$ cat config.mk
export PLATFORM = sky130hd
export DESIGN_NAME = pipeline_hazard_sequencer
export DESIGN_NICKNAME = d
export VERILOG_FILES = /design/src/rtl/pipeline_hazard_sequencer.sv
export SDC_FILE = /design/constraint.sdc
export NUM_CORES = 1
export LEC_CHECK = 0
export ABC_AREA = 1
export CAP_MARGIN = 20
export CORE_ASPECT_RATIO = 1.75
export CORE_MARGIN = 10
export CORE_UTILIZATION = 32
export DETAILED_ROUTE_END_ITERATION = 7
export PLACE_DENSITY = 0.68
export RECOVER_POWER = 25
export SLEW_MARGIN = 20
export SYNTH_ARGS = -nofsm -noshare
export SYNTH_HDL_FRONTEND = slang
export SYNTH_SLANG_ARGS = --single-unit
$ cat constraint.sdc
create_clock -name clk -period 4.7 [get_ports clk]
set_clock_uncertainty 0.05 [all_clocks]
set_input_delay 0.705 -clock clk [delete_from_list [all_inputs] [get_ports clk]]
set_output_delay 0.705 -clock clk [all_outputs]
set_load 0.01 [all_outputs]
$ cat src/rtl/pipeline_hazard_sequencer.sv
// Purpose : sequences pipeline flushes (redirects) and per-stage stalls for a
//           five-stage pipeline. Flush has priority over stall, and an accepted
//           redirect holds flush high for FLUSH_CYCLES cycles.
// Ports   : clk/rst (async, active-high); exStallReq/maStallReq stall requests;
//           flushReq/flushPc redirect request; nextPc/flush registered redirect;
//           ifStall..bypassStall combinational stalls; stallCycles/flushCount stats.
module pipeline_hazard_sequencer #(
  parameter logic [31:0] RESET_PC     = 32'h8000_0000,
  parameter int          FLUSH_CYCLES = 2
) (
  input  logic        clk,
  input  logic        rst,
  input  logic        exStallReq,
  input  logic        maStallReq,
  input  logic        flushReq,
  input  logic [31:0] flushPc,
  output logic [31:0] nextPc,
  output logic        flush,
  output logic        ifStall,
  output logic        idStall,
  output logic        rrStall,
  output logic        exStall,
  output logic        bypassStall,
  output logic [31:0] stallCycles,
  output logic [15:0] flushCount
);

  typedef enum logic {
    IDLE     = 1'b0,
    FLUSHING = 1'b1
  } state_t;

  // Counter reload: flush is already high for the first cycle when the
  // counter holds FLUSH_CYCLES-1, so it covers the remaining cycles.
  localparam logic [3:0] FLUSH_RELOAD = 4'(FLUSH_CYCLES - 1);

  state_t      state_q, state_d;
  logic [3:0]  flush_cnt_q, flush_cnt_d;
  logic [31:0] next_pc_q, next_pc_d;
  logic [31:0] stall_cycles_q, stall_cycles_d;
  logic [15:0] flush_count_q, flush_count_d;

  logic        flushing;
  logic        stall_any;

  always_ff @(posedge clk or posedge rst) begin
    if (rst) begin
      state_q        <= IDLE;
      flush_cnt_q    <= 4'd0;
      next_pc_q      <= RESET_PC;
      stall_cycles_q <= 32'd0;
      flush_count_q  <= 16'd0;
    end else begin
      state_q        <= state_d;
      flush_cnt_q    <= flush_cnt_d;
      next_pc_q      <= next_pc_d;
      stall_cycles_q <= stall_cycles_d;
      flush_count_q  <= flush_count_d;
    end
  end

  // Next-state: a redirect request is accepted in either state and always
  // restarts the flush window; otherwise the window counts down to IDLE.
  always_comb begin
    state_d       = state_q;
    flush_cnt_d   = flush_cnt_q;
    next_pc_d     = next_pc_q;
    flush_count_d = flush_count_q;
    if (flushReq) begin
      state_d       = FLUSHING;
      flush_cnt_d   = FLUSH_RELOAD;
      next_pc_d     = flushPc;
      flush_count_d = flush_count_q + 16'd1;
    end else if (state_q == FLUSHING) begin
      if (flush_cnt_q != 4'd0) begin
        flush_cnt_d = flush_cnt_q - 4'd1;
      end else begin
        state_d = IDLE;
      end
    end
  end

  // Stalls come straight from the requests; while flushing they are masked
  // because the stages are being squashed anyway.
  assign flushing  = (state_q == FLUSHING);
  assign stall_any = exStallReq | maStallReq;

  always_comb begin
    ifStall     = stall_any & ~flushing;
    idStall     = stall_any & ~flushing;
    rrStall     = stall_any & ~flushing;
    bypassStall = stall_any & ~flushing;
    exStall     = maStallReq & ~flushing;
  end

  // Saturating count of fetch-stall cycles.
  always_comb begin
    stall_cycles_d = stall_cycles_q;
    if (ifStall && (stall_cycles_q != 32'hFFFF_FFFF)) begin
      stall_cycles_d = stall_cycles_q + 32'd1;
    end
  end

  assign flush       = flushing;
  assign nextPc      = next_pc_q;
  assign stallCycles = stall_cycles_q;
  assign flushCount  = flush_count_q;

endmodule

==> results of run 1 <==
## power breakdown
group	total (mW)	leakage (nW)	internal (mW)	switching (mW)
Sequential	0.905	1.09	0.818	0.0871
Combinational	0.537	1.64	0.251	0.286
Clock	0.845	0.171	0.527	0.318
Total	2.29	2.91	1.60	0.691
## metrics by stage
step / cell area [um2] / hold slack [ns] / power [mW] / setup slack (ns)
after floorplan: 4444 / 0.3853 / 1.217 / 1.753
after global placement: 5797 / 0.3995 / 1.453 / 1.467
after detailed placement: 5797 / 0.4052 / 1.462 / 1.452
after CTS: 6147 / 0.4146 / 2.320 / 1.450
after global routing: 6143 / 0.4385 / 2.414 / 0.8416
final: 6143 / 0.4142 / 2.287 / 1.301
## cell families after synthesis
| logic type | synth area share (%) |
|---|---|
| flops | 47.89 |
| compound gates | 1.436 |
| buf+inv | 6.193 |
| simple gates | 38.63 |
| fa+ha+maj | 1.126 |
| xor+xnor | 4.730 |
## cells in the mapped netlist, types with 2 or more instances
library cell  number  area, um2
nand3_1           23      115.1
xor2_1            15      131.4
nand3b_1           2      15.01
o21ai_0            7      35.03
nand2_2            4      25.02
nor3_1             3      15.01
buf_4              3      22.52
ha_1               4      50.05
nand4_1            3      18.77
nor2_4             2      22.52
buf_6              6      67.56
nor2_2             2      12.51
xnor2_1            9      78.83
nor2_1            65      244.0
inv_1             41      153.9
dfrtp_1           84       2102
a21oi_1            4      20.02
clkbuf_1           6      22.52
nand2_1          319       1197
## per-layer routing
metal	routed length, um	up-vias
li1	-	2083
met1	4719	1880
met2	6520	123
met3	1194	21
met4	292	0
met5	0	-
## how the worst max path moves through the flow
stage          startpoint             end  slack [ns]  depth (start not counted)
2_1_floorplan         rst           flush        1.75                          1
3_3_place_gp   maStallReq     bypassStall        1.47                          4
3_5_place_dp   maStallReq         idStall        1.45                          4
4_1_cts        maStallReq         idStall        1.45                          4
5_1_grt          flushReq  flushCount[14]        0.84                          9
6_report         flushReq  flushCount[14]        1.30                          9
## registers in the layout (all words and copies together), names as in the netlist
name         flops
nextPc          32
flush_cnt_q      4
flush            1
stallCycles     32
flushCount      16
## cell type report
type,instances,area share (%)
Sequential cell,85,34.64
Multi-Input combinational cell,466,33.22
Timing Repair Buffer,126,20.31
Clock buffer,9,3.666
Tap cell,174,3.544
Inverter,42,2.587
Clock inverter,7,2.037
## cells in the final DEF, fill, tap and decap left out, drive strengths merged
| master | Yosys | routed |
|---|---|---|
| dfrtp | 84 | 84 |
| o21ai | 7 | 7 |
| inv | 41 | 44 |
| clkbuf | 6 | 10 |
| nand2 | 324 | 324 |
| nor2 | 70 | 70 |
| xnor2 | 9 | 9 |
| buf | 10 | 3 |
| dlygate4sd3 | 0 | 2 |
| nand4 | 3 | 3 |
| nor3 | 3 | 3 |
| dfstp | 1 | 1 |
| ha | 4 | 4 |
| nand3 | 23 | 23 |
| a21oi | 5 | 5 |
| nand3b | 3 | 3 |
| clkinv | 1 | 1 |
| bufinv | 0 | 3 |
| xor2 | 15 | 15 |
| clkinvlp | 0 | 1 |
| clkdlybuf4s50 | 0 | 120 |
## worst max-delay path, stage by stage
cell	delay [ns]
dlygate4sd3_1	0.52
clkbuf_1	1.18
nand2_1	0.21
nor2_1	0.31
nand3_1	0.20
nor3_1	0.25
nand2_1	0.09
nand2_1	0.06
nand2_1	0.05
==> summary.txt, run 1 <==
GP Congestion - 0.8983
htree depth - 3
Starting Density - 32.86%
status - complete, but fails checks
die height - 175.9 um
placeable core region - 0.01352 mm2
global route overflow - 0
die width - 109.1 um
Synth Flop Type - dfrtp_1
WS Path Type - primary input to flop
crit start category - primary input
unrepaired setup endpoints after global routing - no
P&R area growth vs syn - 38.23%
cell area after synthesis - 0.004444 mm2
cells after synthesis - 609
TritonCTS clock tree - built
clock-pin slew on the worst setup and hold paths - 0.06 ns
peak supply drop - 0.0002367 V
first-pass GRT wire length - 20800 um
violated checks - capacitance limit, slew limit
PwrDens - 372.3 mW/mm2
grt met2 use - 24.40%
initial drt markers - 135
port buffer count - 122
fin crit share - 72.32%
Setup Total Neg Slack - 0 ns
routed len/inst - 14.00 um
CTS Root Cell - clkbuf_16
Worst Reg-to-Reg Cells - 6
clk buf depth - 2
# DRC - 0
max frequency - 0.2942 GHz
Yosys reg bits - 85
site row count - 56
GRT Total Usage - 13.70%
crit-path max FO - 39
Worst-Skew Late Latency - 0.34 ns
antenna violations before repair - 0
post_cts resized - 0
die area - 0.01919 mm2
total wire length - 12730 um
busiest grt layer - met2
non-filler instance count after layout - 909
via count - 4107
hold path startpoint - nextPc[31]
dpl hpwl - 9643 um
max cap viols - 2
Slew Limit Fails - 82
CTS Buf Count - 9
CP endpoint kind - flop
Min-Delay Endpoint - nextPc[31]
ys async rst share - 100.0%
reg-to-reg endpoint - stallCycles[13]
yosys warns - 0
clk sinks - 85
Post-CTS Setup Inserts - 0
Worst-Margin Slew - 1.825 ns
FF-to-FF Start - flush
hold path depth - 2
Static Leak - 2.905 nW
Min-Delay Path Class - flop to flop
post-layout min period - 3.399 ns
antenna fix cells - 0
largest net degree at the start of global routing - 46
grt met3 use - 5.205%
Worst Path Required - 4.88 ns
Seq/Total Area, Yosys - 47.89%
final setup fails - 0
Hold Fails Final Rpt - 0
# IOs - 123
EDFF count, synth - 0
CP arrival - 3.58 ns
# fillers - 1364
fin nets - 771
drt first pass iters - 4
vias in the first global route - 4176
DR vias/cell - 4.518
Netlist cell types - 26
synthesized area per cell - 7.298 um2
flop-to-flop setup slack - 2.46 ns
Slew HR - -22.36%
Synth Net Count - 650
hold_buf cts - 0
layout cell share with drive strength beyond 1 - 4.490%
placed cells - 893
multi-input logic area - 0.002041 mm2
final core utilization - 45.43%
area occupied by registers - 0.002128 mm2
Final ANT Viol Nets - 0
M1 GR Usage - 13.93%
No activity file was read; power rests on OpenSTA's default activity.
==> run 2, diff against run 1 <==
--- a/config.mk
+++ b/config.mk
@@ -11,7 +11,7 @@
 export CORE_MARGIN = 10
 export CORE_UTILIZATION = 32
 export DETAILED_ROUTE_END_ITERATION = 7
-export PLACE_DENSITY = 0.68
+export PLACE_DENSITY = 0.7
 export RECOVER_POWER = 25
 export SLEW_MARGIN = 20
 export SYNTH_ARGS = -nofsm -noshare
==> constraint.sdc (replaced) <==
create_clock -name clk -period 2.9 [get_ports clk]
set_clock_uncertainty 0.05 [all_clocks]
set_input_delay 0.435 -clock clk [delete_from_list [all_inputs] [get_ports clk]]
set_output_delay 0.435 -clock clk [all_outputs]
set_load 0.01 [all_outputs]
==> summary.txt, run 2 (synthesis gave the netlist of run 1 again) <==
global route overflow - 0 (unchanged)
htree depth - 3 (unchanged)
placed cells - 896 (+0.34%)
Worst Reg-to-Reg Cells - 9 (+3)
reg-to-reg endpoint - stallCycles[12]
die area - 0.01919 mm2 (unchanged)
CP arrival - 1.94 ns (-1.64 ns)
max cap viols - 1 (-1)
flop-to-flop setup slack - 0.83 ns (-1.63 ns)
Min-Delay Path Class - flop to flop
area occupied by registers - 0.002128 mm2 (unchanged)
multi-input logic area - 0.002041 mm2 (unchanged)
Static Leak - 2.912 nW (+0.24%)
Slew Limit Fails - 36 (-56%)
layout cell share with drive strength beyond 1 - 5.014% (+0.52 points)
WS Path Type - primary input to output port
antenna fix cells - 0 (unchanged)
post_cts resized - 0 (unchanged)
Worst Path Required - 2.41 ns (-2.47 ns)
Starting Density - 32.86% (unchanged)
CTS Root Cell - clkbuf_16
Setup Total Neg Slack - 0 ns (unchanged)
PwrDens - 583.2 mW/mm2 (+57%)
CP endpoint kind - output port
crit start category - primary input
# DRC - 0 (unchanged)
status - complete, but fails checks
CTS Buf Count - 9 (unchanged)
dpl hpwl - 9696 um (+0.55%)
# IOs - 123 (unchanged)
commonest non-fill, non-tap cells in the layout - nand2_1 (319), clkdlybuf4s50_1 (120), dfrtp_1 (84)
P&R area growth vs syn - 38.26% (about the same)
Worst-Margin Slew - 1.699 ns (-0.1260 ns)
Placed Area - 0.005832 mm2 (+0.60%)
first-pass GRT wire length - 20830 um (+0.13%)
largest net degree at the start of global routing - 38 (-17%)
violated checks - capacitance limit, slew limit
GRT Total Usage - 13.63% (-0.071 points)
Power, Total - 3.584 mW (+57%)
antenna violations before repair - 0 (unchanged)
fin crit share - 83.54%
post-route design area - 0.006145 mm2 (about the same)
hold_buf cts - 0 (unchanged)
vias in the first global route - 4164 (-0.29%)
port buffer count - 122 (unchanged)
initial drt markers - 126 (-6.7%)
FF-to-FF Start - stallCycles[0]
drt first pass iters - 5 (+1)
fin nets - 774 (+0.39%)
peak supply drop - 0.0003629 V (+53%)
setup slack at placement - 0.4546 ns (-0.9973 ns)
Hold Fails Final Rpt - 0 (unchanged)
clk sinks - 85 (unchanged)
Worst-Skew Late Latency - 0.34 ns (about the same)
final core utilization - 45.44% (about the same)
crit-path max FO - 5 (-87%)
routed len/inst - 13.76 um (-1.7%)
total wire length - 12550 um (-1.4%)
Final ANT Viol Nets - 0 (unchanged)
Slew HR - -13.91% (+8.4 points)
GP Congestion - 0.9381 (+4.4%)
final setup fails - 0 (unchanged)
die height - 175.9 um (unchanged)
placeable core region - 0.01352 mm2 (unchanged)
clock-pin slew on the worst setup and hold paths - 0.07 ns (about the same)
TritonCTS clock tree - built
clk buf depth - 2 (unchanged)
Setup crit end - ifStall
unrepaired setup endpoints after global routing - no
Post-CTS Setup Inserts - 0 (unchanged)
most common cell after layout, fill and taps aside - nand2_1
crit path setup slack, layout - 0.4772 ns (-0.8235 ns)
# fillers - 1373 (+0.66%)
die width - 109.1 um (unchanged)
via count - 4133 (+0.63%)
post-layout min period - 2.423 ns
site row count - 56 (unchanged)
non-filler instance count after layout - 912 (+0.33%)
max frequency - 0.4127 GHz
Crit. Startpoint - maStallReq
hold slack - 0.4169 ns (+0.002665 ns)
DR vias/cell - 4.532 (+0.30%)
run 2: changes by cell type in the layout (fill, tap and decap cells not counted):
cell       previous run  this run
buf_4                 3         6
bufinv_16             3         1
inv_8                 0         2
buf_12                0         1
clkbuf_1              1         0
clkinv_4              0         1
inv_6                 4         3
run 2: layout make-up:
class	count	area share, %
multi-input combinational	466	33.21
clock inverter	7	1.425
inverter	42	2.586
timing repair buffer	129	20.93
sequential	85	34.64
tap	174	3.543
clock buffer	9	3.665
run 2: worst min-delay path by stage:
stage | startpoint | end | slack, ns | depth (start not counted)
after floorplan | flush_cnt_q[3] | flush_cnt_q[3] | 0.39 | 1
final | flush_cnt_q[3] | flush_cnt_q[3] | 0.42 | 1
after CTS | flush_cnt_q[3] | flush_cnt_q[3] | 0.42 | 1
after global placement | nextPc[31] | nextPc[31] | 0.40 | 2
after global routing | nextPc[23] | nextPc[23] | 0.44 | 2
after detailed placement | nextPc[6] | nextPc[6] | 0.41 | 2
run 2: layer usage:
layer	vias to the layer above	GRT usage (%)	part of all wire (%)
met3	33	6.085	10
met1	1870	14.16	37
met2	133	23.07	49
met5	-	0	0
li1	2097	-	-
met4	0	5.629	3.5
run 2: power breakdown:
part	internal [mW]	switching (mW)	leakage (nW)	total [mW]
Clock	0.691	0.534	0.155	1.22
Sequential	1.33	0.145	1.09	1.47
Combinational	0.420	0.468	1.66	0.889
run 2: critical path, cell delays in order:
cell	delay [ns]
clkdlybuf4s50_1	0.47
nor2_1	0.06
nor2_1	0.34
clkdlybuf4s50_1	0.63
